`src/rtl/apb_pwm_multi.sv`:
```
// ---------------------------------------------------------------------------
// apb_pwm_multi
//
// Multi-channel PWM generator with an APB slave register interface.
// All channels share one prescaler, one period counter and one PERIOD
// value; each channel has its own DUTY value.
//
// PERIOD and DUTY writes land in shadow registers. The active copies that
// drive the comparators are refreshed only at a period boundary (counter
// wrap) or when EN goes 0->1, so a period in progress is never distorted.
//
// Compile-time option:
//   PWM_FADE_EN - when defined, the active duty of each channel steps by 1
//                 toward its shadow (target) value at every period boundary
//                 instead of jumping straight to it. Enabling still loads
//                 the active duty directly from the shadow.
//
// Parameters:
//   NCH        - number of PWM channels (1..8)
//   PWM_W      - width of counter, PERIOD and DUTY (4..16)
//   PRESCALE_W - width of the prescaler register (up to 32)
//
// Ports:
//   PCLK     in   clock, rising edge
//   PRESET   in   asynchronous active-high reset
//   PSEL     in   APB select
//   PENABLE  in   APB access phase
//   PWRITE   in   APB direction (1 = write)
//   PADDR    in   APB byte address [7:0], decoded on [7:2]
//   PWDATA   in   APB write data [31:0]
//   PRDATA   out  APB read data, registered, loaded in the setup phase
//   PREADY   out  always 1 (zero wait states)
//   PSLVERR  out  access phase to an unmapped address
//   PWM_OUT  out  registered PWM outputs, one per channel
//   TPS      out  debug bus {boundary pulse, cnt[3:0]}
//
// Register map (word index = PADDR[7:2]):
//   0x00 CTRL      bit0 EN, bit1 INV
//   0x04 PERIOD    shadow; counter runs 0..PERIOD
//   0x08 PRESCALE  tick every PRESCALE+1 clocks
//   0x0C STATUS    bit0 BND (set at boundary, write 1 to clear)
//   0x10+4*i       DUTY[i] shadow, i < NCH
//
// Handshake: an APB transfer is a setup cycle (PSEL=1, PENABLE=0) followed
// by one access cycle (PSEL=1, PENABLE=1). PREADY is constantly 1, so every
// access cycle completes; writes take effect at the end of the access cycle
// and read data is registered at the end of the setup cycle.
// ---------------------------------------------------------------------------
module apb_pwm_multi #(
    parameter int NCH        = 3,
    parameter int PWM_W      = 8,
    parameter int PRESCALE_W = 16
) (
    input  logic            PCLK,
    input  logic            PRESET,
    input  logic            PSEL,
    input  logic            PENABLE,
    input  logic            PWRITE,
    input  logic [7:0]      PADDR,
    input  logic [31:0]     PWDATA,
    output logic [31:0]     PRDATA,
    output logic            PREADY,
    output logic            PSLVERR,
    output logic [NCH-1:0]  PWM_OUT,
    output logic [4:0]      TPS
);

    localparam logic [5:0] IDX_CTRL     = 6'd0;
    localparam logic [5:0] IDX_PERIOD   = 6'd1;
    localparam logic [5:0] IDX_PRESCALE = 6'd2;
    localparam logic [5:0] IDX_STATUS   = 6'd3;
    localparam logic [5:0] IDX_DUTY0    = 6'd4;
    localparam logic [5:0] IDX_DUTY_END = 6'(4 + NCH);

    // ------------------------------------------------------------------
    // State
    // ------------------------------------------------------------------
    logic                  en_q, en_d;
    logic                  inv_q, inv_d;
    logic                  bnd_q, bnd_d;
    logic                  bnd_pulse_q, bnd_pulse_d;
    logic [PWM_W-1:0]      period_sh_q, period_sh_d;
    logic [PWM_W-1:0]      period_act_q, period_act_d;
    logic [PRESCALE_W-1:0] prescale_q, prescale_d;
    logic [PRESCALE_W-1:0] pcnt_q, pcnt_d;
    logic [PWM_W-1:0]      cnt_q, cnt_d;
    logic [PWM_W-1:0]      duty_sh_q  [NCH];
    logic [PWM_W-1:0]      duty_sh_d  [NCH];
    logic [PWM_W-1:0]      duty_act_q [NCH];
    logic [PWM_W-1:0]      duty_act_d [NCH];
    logic [NCH-1:0]        pwm_out_q, pwm_out_d;
    logic [31:0]           prdata_q, prdata_d;

    // ------------------------------------------------------------------
    // Decode
    // ------------------------------------------------------------------
    logic [5:0]  reg_idx;
    logic        addr_mapped;
    logic        setup_rd;
    logic        access;
    logic        wr_en;
    logic        en_rise;
    logic        tick;
    logic        boundary;
    logic [31:0] rdata_mux;
    logic        unused_bits;

    assign reg_idx  = PADDR[7:2];
    assign setup_rd = PSEL && !PENABLE && !PWRITE;
    assign access   = PSEL && PENABLE;
    assign wr_en    = access && PWRITE && addr_mapped;

    // Byte-lane bits of the address and the write-data bits above each
    // register's width carry no information.
    assign unused_bits = ^{PADDR[1:0], PWDATA};

    always_comb begin
        addr_mapped = (reg_idx < IDX_DUTY0) ||
                      ((reg_idx >= IDX_DUTY0) && (reg_idx < IDX_DUTY_END));
    end

    // Read mux; unmapped addresses read as 0, narrow registers zero-extend.
    always_comb begin
        rdata_mux = 32'd0;
        case (reg_idx)
            IDX_CTRL:     rdata_mux = {30'd0, inv_q, en_q};
            IDX_PERIOD:   rdata_mux = 32'(period_sh_q);
            IDX_PRESCALE: rdata_mux = 32'(prescale_q);
            IDX_STATUS:   rdata_mux = {31'd0, bnd_q};
            default: begin
                for (int i = 0; i < NCH; i++) begin
                    if (reg_idx == IDX_DUTY0 + 6'(i)) begin
                        rdata_mux = 32'(duty_sh_q[i]);
                    end
                end
            end
        endcase
    end

    // ------------------------------------------------------------------
    // Next-state logic
    // ------------------------------------------------------------------
    always_comb begin
        en_d         = en_q;
        inv_d        = inv_q;
        bnd_d        = bnd_q;
        period_sh_d  = period_sh_q;
        period_act_d = period_act_q;
        prescale_d   = prescale_q;
        pcnt_d       = pcnt_q;
        cnt_d        = cnt_q;
        duty_sh_d    = duty_sh_q;
        duty_act_d   = duty_act_q;
        tick         = 1'b0;
        boundary     = 1'b0;
        en_rise      = 1'b0;

        // Register writes
        if (wr_en) begin
            case (reg_idx)
                IDX_CTRL: begin
                    en_d    = PWDATA[0];
                    inv_d   = PWDATA[1];
                    en_rise = PWDATA[0] && !en_q;
                end
                IDX_PERIOD:   period_sh_d = PWDATA[PWM_W-1:0];
                IDX_PRESCALE: prescale_d  = PWDATA[PRESCALE_W-1:0];
                IDX_STATUS: begin
                    if (PWDATA[0]) begin
                        bnd_d = 1'b0;
                    end
                end
                default: begin
                    for (int i = 0; i < NCH; i++) begin
                        if (reg_idx == IDX_DUTY0 + 6'(i)) begin
                            duty_sh_d[i] = PWDATA[PWM_W-1:0];
                        end
                    end
                end
            endcase
        end

        // Prescaler and period counter. ">=" on the prescaler keeps it from
        // running the full counter range if PRESCALE is lowered below pcnt.
        if (!en_q) begin
            pcnt_d = '0;
            cnt_d  = '0;
        end else begin
            if (pcnt_q >= prescale_q) begin
                pcnt_d = '0;
                tick   = 1'b1;
            end else begin
                pcnt_d = pcnt_q + 1'b1;
            end
            if (tick) begin
                if (cnt_q == period_act_q) begin
                    cnt_d    = '0;
                    boundary = 1'b1;
                end else begin
                    cnt_d = cnt_q + 1'b1;
                end
            end
        end

        // Boundary set is evaluated after the W1C so that set wins.
        if (boundary) begin
            bnd_d = 1'b1;
        end

        // Active copies: enable loads everything directly; a boundary loads
        // PERIOD directly and DUTY either directly or one step at a time.
        if (en_rise || boundary) begin
            period_act_d = period_sh_q;
        end
        if (en_rise) begin
            duty_act_d = duty_sh_q;
        end else if (boundary) begin
`ifdef PWM_FADE_EN
            for (int i = 0; i < NCH; i++) begin
                if (duty_act_q[i] < duty_sh_q[i]) begin
                    duty_act_d[i] = duty_act_q[i] + 1'b1;
                end else if (duty_act_q[i] > duty_sh_q[i]) begin
                    duty_act_d[i] = duty_act_q[i] - 1'b1;
                end
            end
`else
            duty_act_d = duty_sh_q;
`endif
        end
    end

    // Outputs are computed from the current counter and registered, giving
    // one cycle of latency. DUTY > PERIOD makes the compare always true.
    always_comb begin
        for (int i = 0; i < NCH; i++) begin
            if (en_q) begin
                pwm_out_d[i] = (cnt_q < duty_act_q[i]) ^ inv_q;
            end else begin
                pwm_out_d[i] = inv_q;
            end
        end
        bnd_pulse_d = boundary;
        prdata_d    = setup_rd ? rdata_mux : prdata_q;
    end

    // ------------------------------------------------------------------
    // Registers
    // ------------------------------------------------------------------
    always_ff @(posedge PCLK or posedge PRESET) begin
        if (PRESET) begin
            en_q         <= 1'b0;
            inv_q        <= 1'b0;
            bnd_q        <= 1'b0;
            bnd_pulse_q  <= 1'b0;
            period_sh_q  <= '0;
            period_act_q <= '0;
            prescale_q   <= '0;
            pcnt_q       <= '0;
            cnt_q        <= '0;
            pwm_out_q    <= '0;
            prdata_q     <= '0;
            for (int i = 0; i < NCH; i++) begin
                duty_sh_q[i]  <= '0;
                duty_act_q[i] <= '0;
            end
        end else begin
            en_q         <= en_d;
            inv_q        <= inv_d;
            bnd_q        <= bnd_d;
            bnd_pulse_q  <= bnd_pulse_d;
            period_sh_q  <= period_sh_d;
            period_act_q <= period_act_d;
            prescale_q   <= prescale_d;
            pcnt_q       <= pcnt_d;
            cnt_q        <= cnt_d;
            pwm_out_q    <= pwm_out_d;
            prdata_q     <= prdata_d;
            for (int i = 0; i < NCH; i++) begin
                duty_sh_q[i]  <= duty_sh_d[i];
                duty_act_q[i] <= duty_act_d[i];
            end
        end
    end

    assign PRDATA  = prdata_q;
    assign PREADY  = 1'b1;
    // Held low during reset even if a master is mid-transfer.
    assign PSLVERR = access && !addr_mapped && !PRESET;
    assign PWM_OUT = pwm_out_q;
    assign TPS     = {bnd_pulse_q, cnt_q[3:0]};

endmodule
```
`config.mk`:
```
export PLATFORM = sky130hd
export DESIGN_NAME = apb_pwm_multi
export DESIGN_NICKNAME = d
export VERILOG_FILES = /design/src/rtl/apb_pwm_multi.sv
export SDC_FILE = /design/constraint.sdc
export NUM_CORES = 1
export LEC_CHECK = 0
export ABC_AREA = 1
export CORE_ASPECT_RATIO = 0.5
export CORE_MARGIN = 10
export CORE_UTILIZATION = 51
export DETAILED_ROUTE_END_ITERATION = 10
export GPL_TIMING_DRIVEN = 0
export PLACE_DENSITY = 0.83
export SLEW_MARGIN = 5
export SYNTH_ARGS = -nofsm -noshare
export SYNTH_HDL_FRONTEND = slang
export SYNTH_SLANG_ARGS = --single-unit
```
`constraint.sdc`:
```
create_clock -name PCLK -period 3.7 [get_ports PCLK]
set_input_delay 0.37 -clock PCLK [delete_from_list [all_inputs] [get_ports PCLK]]
set_output_delay 0.37 -clock PCLK [all_outputs]
set_load 0.05 [all_outputs]
```
==> results of run 1 <==
## registers in the layout, indices dropped and copies added, names as in the netlist
signal / flops
PRDATA: 16
period_act_q: 8
pcnt_q: 16
prescale_q: 16
duty_sh_q: 24
inv_q: 1
period_sh_q: 8
duty_act_q: 24
cnt_q: 8
PWM_OUT: 3
bnd_q: 1
bnd_pulse_q: 1
en_q: 1
## metrics by stage
step                      total power, W  utilization [%]
after global routing            0.003434            64.34
final                           0.003327            64.34
after CTS                       0.003329            64.34
after global placement          0.001650            59.28
after floorplan                 0.001583                -
after detailed placement        0.001664            59.80
## critical path: cells and delay by family (launching register included)
| kind | cells | cell delay, ns |
|---|---|---|
| buffers and inverters | 2 | 0.46 |
| AOI/OAI and AO/OA | 2 | 0.20 |
| DFF | 1 | 0.43 |
| and+or+nand+nor | 4 | 1.15 |
| adders and majority gates | 1 | 0.32 |
## cells in the mapped netlist (2+ instances only)
master	number	area share, %
a211oi_1	3	0.33
a21oi_1	31	2.3
a22o_1	6	0.76
a22oi_1	2	0.22
buf_2	5	0.36
buf_4	25	2.7
buf_6	6	0.98
clkbuf_1	7	0.38
conb_1	2	0.11
dfrtp_1	127	46
ha_1	39	7.1
inv_1	79	4.3
inv_2	7	0.38
nand2_1	241	13
nand2_2	11	1.0
nand2_4	5	0.82
nand3_1	71	5.2
nand4_1	8	0.73
nand4_2	2	0.36
nor2_1	45	2.4
nor2_2	6	0.54
nor2_4	4	0.65
nor3_1	7	0.51
nor3b_1	2	0.22
nor4_1	2	0.18
o21ai_0	30	2.2
o21ai_1	29	2.1
o21ai_2	4	0.51
or2_1	2	0.18
xor2_1	12	1.5
## power groups by stage
| stage | Combinational (W) | Sequential, W | Clock [W] |
|---|---|---|---|
| after global routing | 0.000241 | 0.00142 | 0.00177 |
| final | 0.000220 | 0.00142 | 0.00168 |
| after CTS | 0.000220 | 0.00142 | 0.00169 |
| after global placement | 0.000205 | 0.00145 | 0 |
| after floorplan | 0.000130 | 0.00145 | 0 |
| after detailed placement | 0.000219 | 0.00145 | 0 |
## cell type report
type / count / area (um^2)
fill: 995 / 4619
sequential: 127 / 3178
multi-input combinational: 589 / 3124
timing repair buffer: 54 / 578.1
clock buffer: 23 / 478.0
buffer: 44 / 326.6
inverter: 86 / 326.6
tap: 170 / 212.7
clock inverter: 7 / 110.1
## metal layers
metal	vias to the layer above	track usage (%)	part of all wire (%)
met5	-	0	0
met4	0	5.754	1.5
met3	27	5.135	9.1
met2	244	32.20	47
met1	2792	23.92	42
li1	2846	-	-
## layout by cell type, fill, tap and decap left out, drive strengths merged, types with 2 or more instances in the layout
cell / synthesis / routed
or2: 3 / 3
nand2: 258 / 258
ha: 39 / 39
a22o: 6 / 6
inv: 86 / 85
nand3: 72 / 72
nand4: 10 / 10
buf: 37 / 40
clkbuf: 7 / 30
clkinv: 0 / 4
a22oi: 2 / 2
nor3: 8 / 8
a211oi: 3 / 3
dfrtp: 127 / 127
nand3b: 2 / 2
a21oi: 31 / 31
bufinv: 0 / 3
nor4: 2 / 2
conb: 2 / 17
clkdlybuf4s50: 0 / 51
o21ai: 63 / 63
nor3b: 2 / 2
xor2: 12 / 12
nor2: 55 / 55
## kinds of logic (layout without fill, tap and decap cells)
group | Yosys count | count (layout) | synth area share, %
adder cells (fa/ha/maj) | 39 | 39 | 7.077
other | 2 | 17 | 0.1089
flip-flops | 127 | 127 | 46.09
XOR/XNOR | 13 | 13 | 1.651
AND/OR/NAND/NOR | 412 | 412 | 26.98
buffers and inverters | 130 | 214 | 9.417
AO/OA/AOI/OAI | 108 | 108 | 8.674
## worst max path at each step
| stage | from | end | slack, ns | cells past startpoint |
|---|---|---|---|---|
| global route | pcnt_q[9] | pcnt_q[2] | 0.88 | 9 |
| floorplan | PADDR[5] | PSLVERR | 1.66 | 4 |
| CTS | pcnt_q[9] | pcnt_q[2] | 1.16 | 9 |
| detailed placement | PADDR[4] | PSLVERR | 1.20 | 6 |
| finish | pcnt_q[9] | pcnt_q[2] | 1.04 | 9 |
| global placement | PRESET | PRDATA[5] | 0.66 | 2 |
==> flow_summary.json, run 1 <==
{
  "htreeDepth": 4,
  "antenna_found_initial": 0,
  "die-area_mm2": 0.01885,
  "critical-path-max-stage-delay_ns": 0.43,
  "clockPowerShare_pct": 50.6,
  "drtPass1Iterations": 7,
  "ant_nets": 0,
  "min_period_ns": 2.664,
  "drt-initial-drc-count": 490,
  "antenna_cells": 0,
  "initial_core_util_pct": 53.23,
  "internal_power_w": 0.002579,
  "seq_power_share_pct": 42.8,
  "viasPerCell": 5.372,
  "swShare_pct": 22.47,
  "yosys_warnings": 0,
  "num_vias": 5909,
  "status": "complete, no violations",
  "drive_above_1_share_pct": 12.04,
  "synth-main-ff-cell": "dfrtp_1",
  "power_density_mw_per_mm2": 399.2,
  "setup-tns-final_ns": 0,
  "clock-sinks": 127,
  "start_kind": "register",
  "r2r_slack_ns": 1.04,
  "grt_max_degree": 40,
  "slew-limit-headroom_pct": 50.06,
  "synth-edff-count": 0,
  "ios": 87,
  "netlist_instances": 831,
  "synth_area_mm2": 0.006895,
  "worstPathCellList": "ha_1, nand2_1, inv_1, o21ai_1, a21oi_1, nor2_1, nand3_1, clkbuf_1, nor3b_1",
  "pwr-share-comb_pct": 6.6,
  "final_cells": 1100,
  "ys_async_sr_fraction_pct": 100.0,
  "ys_ff_latch": 127,
  "synth_cell_types": 41,
  "hpwlAfterDp_um": 13080,
  "area_delta_synth_final_pct": 20.87,
  "worst_pin_slew_ns": 0.7476,
  "dpl.cell_count": 1070,
  "grt_overflow_total": 0,
  "grt_pass1_vias": 5720,
  "postCtsSetupRepairBufs": 0,
  "stdcell_area_mm2": 0.008334,
  "routabilityCongestion": 0.8704,
  "drv_slew": 0,
  "reg2reg_from": "pcnt_q[9]",
  "cts_hold_buf": 0,
  "cp_data_arrival_time_ns": 2.97,
  "ir_worst_vdd_v": 0.0003336,
  "dieHeight_um": 102.2,
  "grtUsageTotal_pct": 19.17,
  "core_mm2": 0.01295,
  "setup_viol": 0,
  "numCtsBuffers": 17,
  "clockBufferDepth": 2,
  "period_share_pct": 72.00,
  "r2r_end": "pcnt_q[2]",
  "num_rows": 29,
  "slowest_stage": "dfrtp_1",
  "layout_setup_ws_ns": 1.036,
  "worstHoldPathType": "input pin to asynchronous set/reset pin",
  "drc": 0,
  "reg2reg_depth": 9,
  "finalWirelength_um": 17650,
  "fmax_ghz": 0.3754,
  "grt_pass1_wl_um": 28720,
  "post-place-ws_ns": 1.204,
  "clock_latency_ns": 0.42,
  "p_leak_nw": 4.209,
  "synth-seq-area-share_pct": 46.09,
  "critical_path_class": "register to register",
  "required_ns": 4.01,
  "cts_root_buffer": "clkbuf_16",
  "drv_cap": 0,
  "switchingPower_w": 0.0007477,
  "fp.dieW_um": 184.4,
  "cts.clk_slew.worst_paths_ns": 0.06,
  "wl_per_cell_um": 16.05,
  "cts-resized-gates": 0,
  "syn_avg_cell_area_um2": 8.298,
  "final_nets": 1003,
  "io_buffers": 51,
  "finalHoldViolCount": 0,
  "fin_skew_ns": 0.008376,
  "cp_max_fo": 10,
  "end_kind": "register",
  "rsz0062_at_grt": "no",
  "dpl_cell_area_mm2": 0.007746,
  "cts_tree": "yes",
  "hold_slack_ns": 0.4627
}
Power figures use the tool's default switching activity.
==> inputs of run 2 (changes only) <==
- clock period: 3.7 -> 2.4 ns (I/O delays scaled with it)
==> run 2 against run 1 <==
Die area stayed put. Non-clock buffer count stayed put. Critical path depth is 1 lower. Fmax is 15% higher. Combinational power is 54% higher. Sequential share of layout area is 0.051 points lower. Hold slack worse by 0.13 ns. Clock skew is 0.00086 ns higher. Highest routed layer unchanged.
==> flow_summary.json, run 2 (same netlist as run 1, synthesis figures left out) <==
{
  "cts.clk_slew.worst_paths_ns": 0.06,
  "grtUsageTotal_pct": 19.16,
  "drt-initial-drc-count": 466,
  "drtPass1Iterations": 6,
  "final_common_cell": "nand2_1",
  "fp.dieW_um": 184.4,
  "area_delta_synth_final_pct": 21.03,
  "clock_latency_ns": 0.41,
  "io_buffers": 51,
  "switchingPower_w": 0.001147,
  "drc": 0,
  "antenna_cells": 0,
  "fmax_ghz": 0.4318,
  "finalWirelength_um": 17620,
  "slowest_stage": "dfrtp_1",
  "worst_pin_slew_ns": 0.7492,
  "multi_input_area_mm2": 0.003134,
  "routabilityCongestion": 0.8704,
  "hpwlAfterDp_um": 13080,
  "viasPerCell": 5.368,
  "dpl_cell_area_mm2": 0.007746,
  "grt_overflow_total": 0,
  "slew-limit-headroom_pct": 49.95,
  "seq_area_mm2": 0.003178,
  "initial_core_util_pct": 53.23,
  "status": "complete, no violations",
  "num_rows": 29,
  "final_nets": 1003,
  "hold_slack_ns": 0.3365,
  "seq_power_share_pct": 42.8,
  "final_cell_mix": "nand2_1, dfrtp_1, inv_1",
  "htreeDepth": 4,
  "swShare_pct": 22.39,
  "final_cells": 1100,
  "setup_viol": 0,
  "ant_nets": 0,
  "drv_cap": 0,
  "cp_data_arrival_time_ns": 2.63,
  "min_period_ns": 2.316,
  "finalHoldViolCount": 0,
  "cts-resized-gates": 3,
  "required_ns": 2.71,
  "fin_skew_ns": 0.009239,
  "numCtsBuffers": 17,
  "postCtsSetupRepairBufs": 0,
  "p_leak_nw": 4.211,
  "cts_hold_buf": 0,
  "grt_pass1_vias": 5719,
  "ios": 87,
  "worstHoldPathType": "input pin to asynchronous set/reset pin",
  "clock-sinks": 127,
  "start_kind": "register",
  "dpl.cell_count": 1070,
  "drive_above_1_share_pct": 12.47,
  "drv_slew": 0,
  "cp_max_fo": 10,
  "clockPowerShare_pct": 50.6,
  "stdcell_area_mm2": 0.008346,
  "largest_registers": "duty_act_q: 24 flops, duty_sh_q: 24 flops",
  "worstPathCellList": "ha_1, a21oi_1, o21a_1, nand2_1, nand2_1, nand3_2, buf_2, nor3b_1",
  "cts_root_buffer": "clkbuf_16",
  "critical-path-max-stage-delay_ns": 0.46,
  "cpMostUsedCell": "nand2_1",
  "cts_tree": "yes",
  "critical_path_class": "register to register",
  "clockBufferDepth": 2,
  "wl_per_cell_um": 16.01,
  "grt_max_degree": 40,
  "layout_setup_ws_ns": 0.08397,
  "dieHeight_um": 102.2,
  "fill_cells": 996,
  "num_vias": 5905,
  "core_mm2": 0.01295,
  "power_density_mw_per_mm2": 614.0,
  "ir_worst_vdd_v": 0.0005095,
  "period_share_pct": 96.50,
  "internal_power_w": 0.003977,
  "antenna_found_initial": 0,
  "die-area_mm2": 0.01885,
  "pwr-share-comb_pct": 6.6,
  "grt_pass1_wl_um": 28720,
  "end_kind": "register",
  "post-place-ws_ns": -0.09564
}
run 2: cell count changes in the layout (fill, tap and decap cells not counted), sizes merged:
cell	previous run	this run
clkbuf	30	29
buf	40	41
run 2: area by class of cell:
class | instances | share of cell area [%]
tap | 170 | 2.549
timing repair buffer | 54 | 6.927
multi-input combinational | 589 | 37.56
buffer | 44 | 3.928
clock inverter | 7 | 1.319
clock buffer | 23 | 5.727
sequential | 127 | 38.08
inverter | 86 | 3.913
run 2: power by group through the flow:
stage	clock network (W)	logic, W	registers [W]
3_3_place_gp	0	0.000315	0.00223
4_1_cts	0.00260	0.000339	0.00219
5_1_grt	0.00273	0.000371	0.00219
2_1_floorplan	0	0.000200	0.00224
6_report	0.00259	0.000339	0.00219
3_5_place_dp	0	0.000337	0.00223
run 2: worst max-delay path: cells and delay by family, from the launching register on:
kind	cells	cell delay, ns
fa+ha+maj	1	0.33
flops	1	0.46
simple gates	4	0.79
compound gates	2	0.33
buf+inv	1	0.30
run 2: worst paths after layout:
check,from,slack (ns),to,cells past startpoint
hold / removal,PRESET,0.34,cnt_q[4],2
setup / recovery,pcnt_q[7],0.08,pcnt_q[2],8
max in group asynchronous,PRESET,1.24,PRDATA[2],4
min in group PCLK,PWDATA[12],0.41,prescale_q[12],3
setup reg to reg,pcnt_q[7],0.08,pcnt_q[2],8
hold reg to reg,PRDATA[15],0.48,PRDATA[15],2
run 2: per-layer routing:
| metal | global-route usage (%) | routed length, um | vias up |
|---|---|---|---|
| met1 | 23.99 | 7495 | 2779 |
| met2 | 32.20 | 8334 | 259 |
| met3 | 4.993 | 1566 | 17 |
| li1 | - | - | 2850 |
| met5 | 0 | 0 | - |
| met4 | 5.754 | 220 | 0 |
run 2: metrics by stage:
stage          total power, W  setup TNS (ns)  utilization [%]
5_1_grt              0.005295        -0.07989            64.43
2_1_floorplan        0.002441               0                -
3_5_place_dp         0.002566         -0.3641            59.80
6_report             0.005125               0            64.43
3_3_place_gp         0.002544          -64.27            59.28
4_1_cts              0.005132               0            64.41
==> inputs of run 3 (changes only) <==
- ABC_AREA: 1 -> not set
- CORE_UTILIZATION: 51 -> 45
- PLACE_DENSITY: 0.83 -> 0.76
==> run 3 against run 2 <==
The run now ends with setup timing left. Critical path depth is the same. Utilization fell by 4.1 points. Hold slack got worse by 0.074 ns. Via count shrank 12%. Flip-flop and latch count did not move. Highest routed layer unchanged.
==> flow_summary.json, run 3 <==
{
  "r2r_end": "duty_act_q[22]",
  "cp_data_arrival_time_ns": 2.89,
  "fin_skew_ns": 0.01177,
  "post-synth-top-area-cell": "dfrtp_1",
  "synth-simple-area-share_pct": 10.81,
  "clock_latency_ns": 0.42,
  "routabilityCongestion": 0.8514,
  "ant_nets": 0,
  "fill_cells": 1094,
  "dpl_cell_area_mm2": 0.007614,
  "numCtsBuffers": 17,
  "io_buffers": 49,
  "worstPathCellList": "ha_4, nand4_1, or3_4, or3_4, a31oi_4, buf_12, clkbuf_16, mux2_4",
  "synthAdderAreaFrac_pct": 7.291,
  "pwr-share-comb_pct": 11.9,
  "cts.clk_slew.worst_paths_ns": 0.06,
  "grt_overflow_total": 0,
  "dieHeight_um": 106.2,
  "worst_pin_slew_ns": 0.8436,
  "viasPerCell": 5.514,
  "ys_ff_latch": 127,
  "dpl.cell_count": 886,
  "grt_pass1_wl_um": 27810,
  "fmax_ghz": 0.3853,
  "htreeDepth": 4,
  "hold_slack_ns": 0.2623,
  "reg2reg_depth": 8,
  "initial_core_util_pct": 46.14,
  "cp_max_fo": 7,
  "synth-main-ff-cell": "dfrtp_1",
  "syn_avg_cell_area_um2": 10.81,
  "p_leak_nw": 4.105,
  "synthTopCellsByCount": "dfrtp_1, inv_1, nand2_1",
  "largest_registers": "duty_act_q: 24 flops, duty_sh_q: 24 flops",
  "switchingPower_w": 0.001499,
  "synth_cell_types": 49,
  "status": "finished, violations left",
  "slowest_stage": "or3_4",
  "antenna_found_initial": 0,
  "layout_setup_ws_ns": -0.1951,
  "num_vias": 5189,
  "synth-edff-count": 0,
  "cpMostUsedCell": "or3_4",
  "ys_async_sr_fraction_pct": 100.0,
  "end_kind": "register",
  "ir_worst_vdd_v": 0.0004280,
  "synth_top_area_share_pct": 47.49,
  "fp.dieW_um": 192.5,
  "power_density_mw_per_mm2": 637.4,
  "synth_compound_gate_area_share_pct": 11.57,
  "drt-initial-drc-count": 520,
  "final_nets": 814,
  "worstHoldPathType": "input pin to asynchronous set/reset pin",
  "clock-sinks": 127,
  "grtUsageTotal_pct": 17.14,
  "internal_power_w": 0.004079,
  "netlist_instances": 619,
  "post-place-ws_ns": -0.5942,
  "drtPass1Iterations": 5,
  "synth.top_cells.by_area": "dfrtp_1, ha_1, mux2_2, mux2_1, inv_1",
  "drv_slew": 0,
  "die-area_mm2": 0.02045,
  "grt_max_degree": 36,
  "finalWirelength_um": 18020,
  "clockPowerShare_pct": 45.5,
  "antenna_cells": 0,
  "final_cell_mix": "dfrtp_1, clkdlybuf4s50_1, inv_1",
  "multi_input_area_mm2": 0.003436,
  "cts_tree": "yes",
  "required_ns": 2.70,
  "drv_cap": 0,
  "reg2reg_from": "pcnt_q[15]",
  "cp_top_family": "simple AND/OR/NAND/NOR gates",
  "synth_area_mm2": 0.006693,
  "finalHoldViolCount": 0,
  "synth_xor_area_share_pct": 2.879,
  "cts_root_buffer": "clkbuf_16",
  "critical_path_class": "register to register",
  "postLayoutCoreUtil_pct": 60.32,
  "rsz0062_at_grt": "yes",
  "synth_mux_area_share_pct": 13.25,
  "min_period_ns": 2.595,
  "r2r_slack_ns": -0.20,
  "grt_pass1_vias": 5338,
  "wl_per_cell_um": 19.15,
  "synth_top_family_by_area": "multiplexers",
  "final_cells": 941,
  "seq_area_mm2": 0.003179,
  "violations": "setup timing",
  "hpwlAfterDp_um": 12290,
  "stdcell_area_mm2": 0.008750,
  "area_delta_synth_final_pct": 30.73,
  "critPathBufInv": 2,
  "startpoint": "pcnt_q[15]",
  "period_share_pct": 108.1,
  "clockBufferDepth": 2,
  "swShare_pct": 26.87,
  "num_rows": 31,
  "critical-path-max-stage-delay_ns": 0.42,
  "setup_viol": 38,
  "slew-limit-headroom_pct": 43.55,
  "start_kind": "register",
  "core_mm2": 0.01451,
  "ios": 87,
  "yosysMostFrequentCell": "dfrtp_1",
  "yosys_warnings": 0,
  "drive_above_1_share_pct": 25.84,
  "final_common_cell": "dfrtp_1",
  "synth-seq-area-share_pct": 47.49,
  "drc": 0,
  "seq_power_share_pct": 42.6
}
==> run 3: through the flow <==
stage | total power, W | setup TNS, ns
2_1_floorplan | 0.002801 | -2.150
3_3_place_gp | 0.002971 | -106.50
3_5_place_dp | 0.003016 | -32.66
4_1_cts | 0.005544 | -3.638
5_1_grt | 0.005768 | -10.33
6_report | 0.005577 | -5.863
==> run 3: power groups by stage <==
| stage | clock network (W) | registers, W | logic (W) |
|---|---|---|---|
| after floorplan | 0 | 0.00241 | 0.000394 |
| after global placement | 0 | 0.00240 | 0.000568 |
| after detailed placement | 0 | 0.00241 | 0.000609 |
| after CTS | 0.00254 | 0.00237 | 0.000630 |
| after global routing | 0.00265 | 0.00239 | 0.000727 |
| final | 0.00254 | 0.00238 | 0.000662 |
==> run 3: what timing repair did <==
| item | 4_1_cts | 5_1_grt |
|---|---|---|
| setup endpoints to repair | 55 | 54 |
| hold buffers | 0 | 0 |
| cloned | 1 | 2 |
| gates resized for setup | 40 | 36 |
| buffers inserted | 14 | 7 |
| pin swaps | 3 | 11 |
==> run 3: cells by family (layout without fill, tap and decap cells) <==
| logic type | count (synthesis) | after routing |
|---|---|---|
| AO/OA/AOI/OAI | 114 | 114 |
| XOR/XNOR | 22 | 22 |
| adder cells (fa/ha/maj) | 39 | 39 |
| buffers and inverters | 88 | 197 |
| flip-flops | 127 | 127 |
| multiplexers | 79 | 79 |
| other | 2 | 17 |
| AND/OR/NAND/NOR | 148 | 148 |
==> run 3: how the worst max path moves through the flow <==
stage                            endpoint  cells past startpoint
after global routing       duty_act_q[18]                      9
after detailed placement    duty_act_q[7]                      7
after CTS                   duty_act_q[7]                     10
after floorplan           period_act_q[3]                      8
final                      duty_act_q[22]                      8
after global placement    period_act_q[4]                      7
==> run 3: final cells by class <==
type                            instances  share of cell area (%)
Clock inverter                         14                   1.645
Clock buffer                           18                   5.019
Timing Repair Buffer                   78                   9.481
Buffer                                 40                   3.361
Sequential cell                       127                   36.34
Multi-Input combinational cell        419                   39.27
Inverter                               47                   2.059
Tap cell                              198                   2.831
==> run 3: per-layer routing <==
metal | vias up | global-route usage, % | wire length (um)
met1 | 2579 | 21.01 | 7794
met4 | 0 | 6.106 | 395
met3 | 42 | 3.979 | 992
met5 | - | 0 | 0
li1 | 2389 | - | -
met2 | 179 | 29.07 | 8835
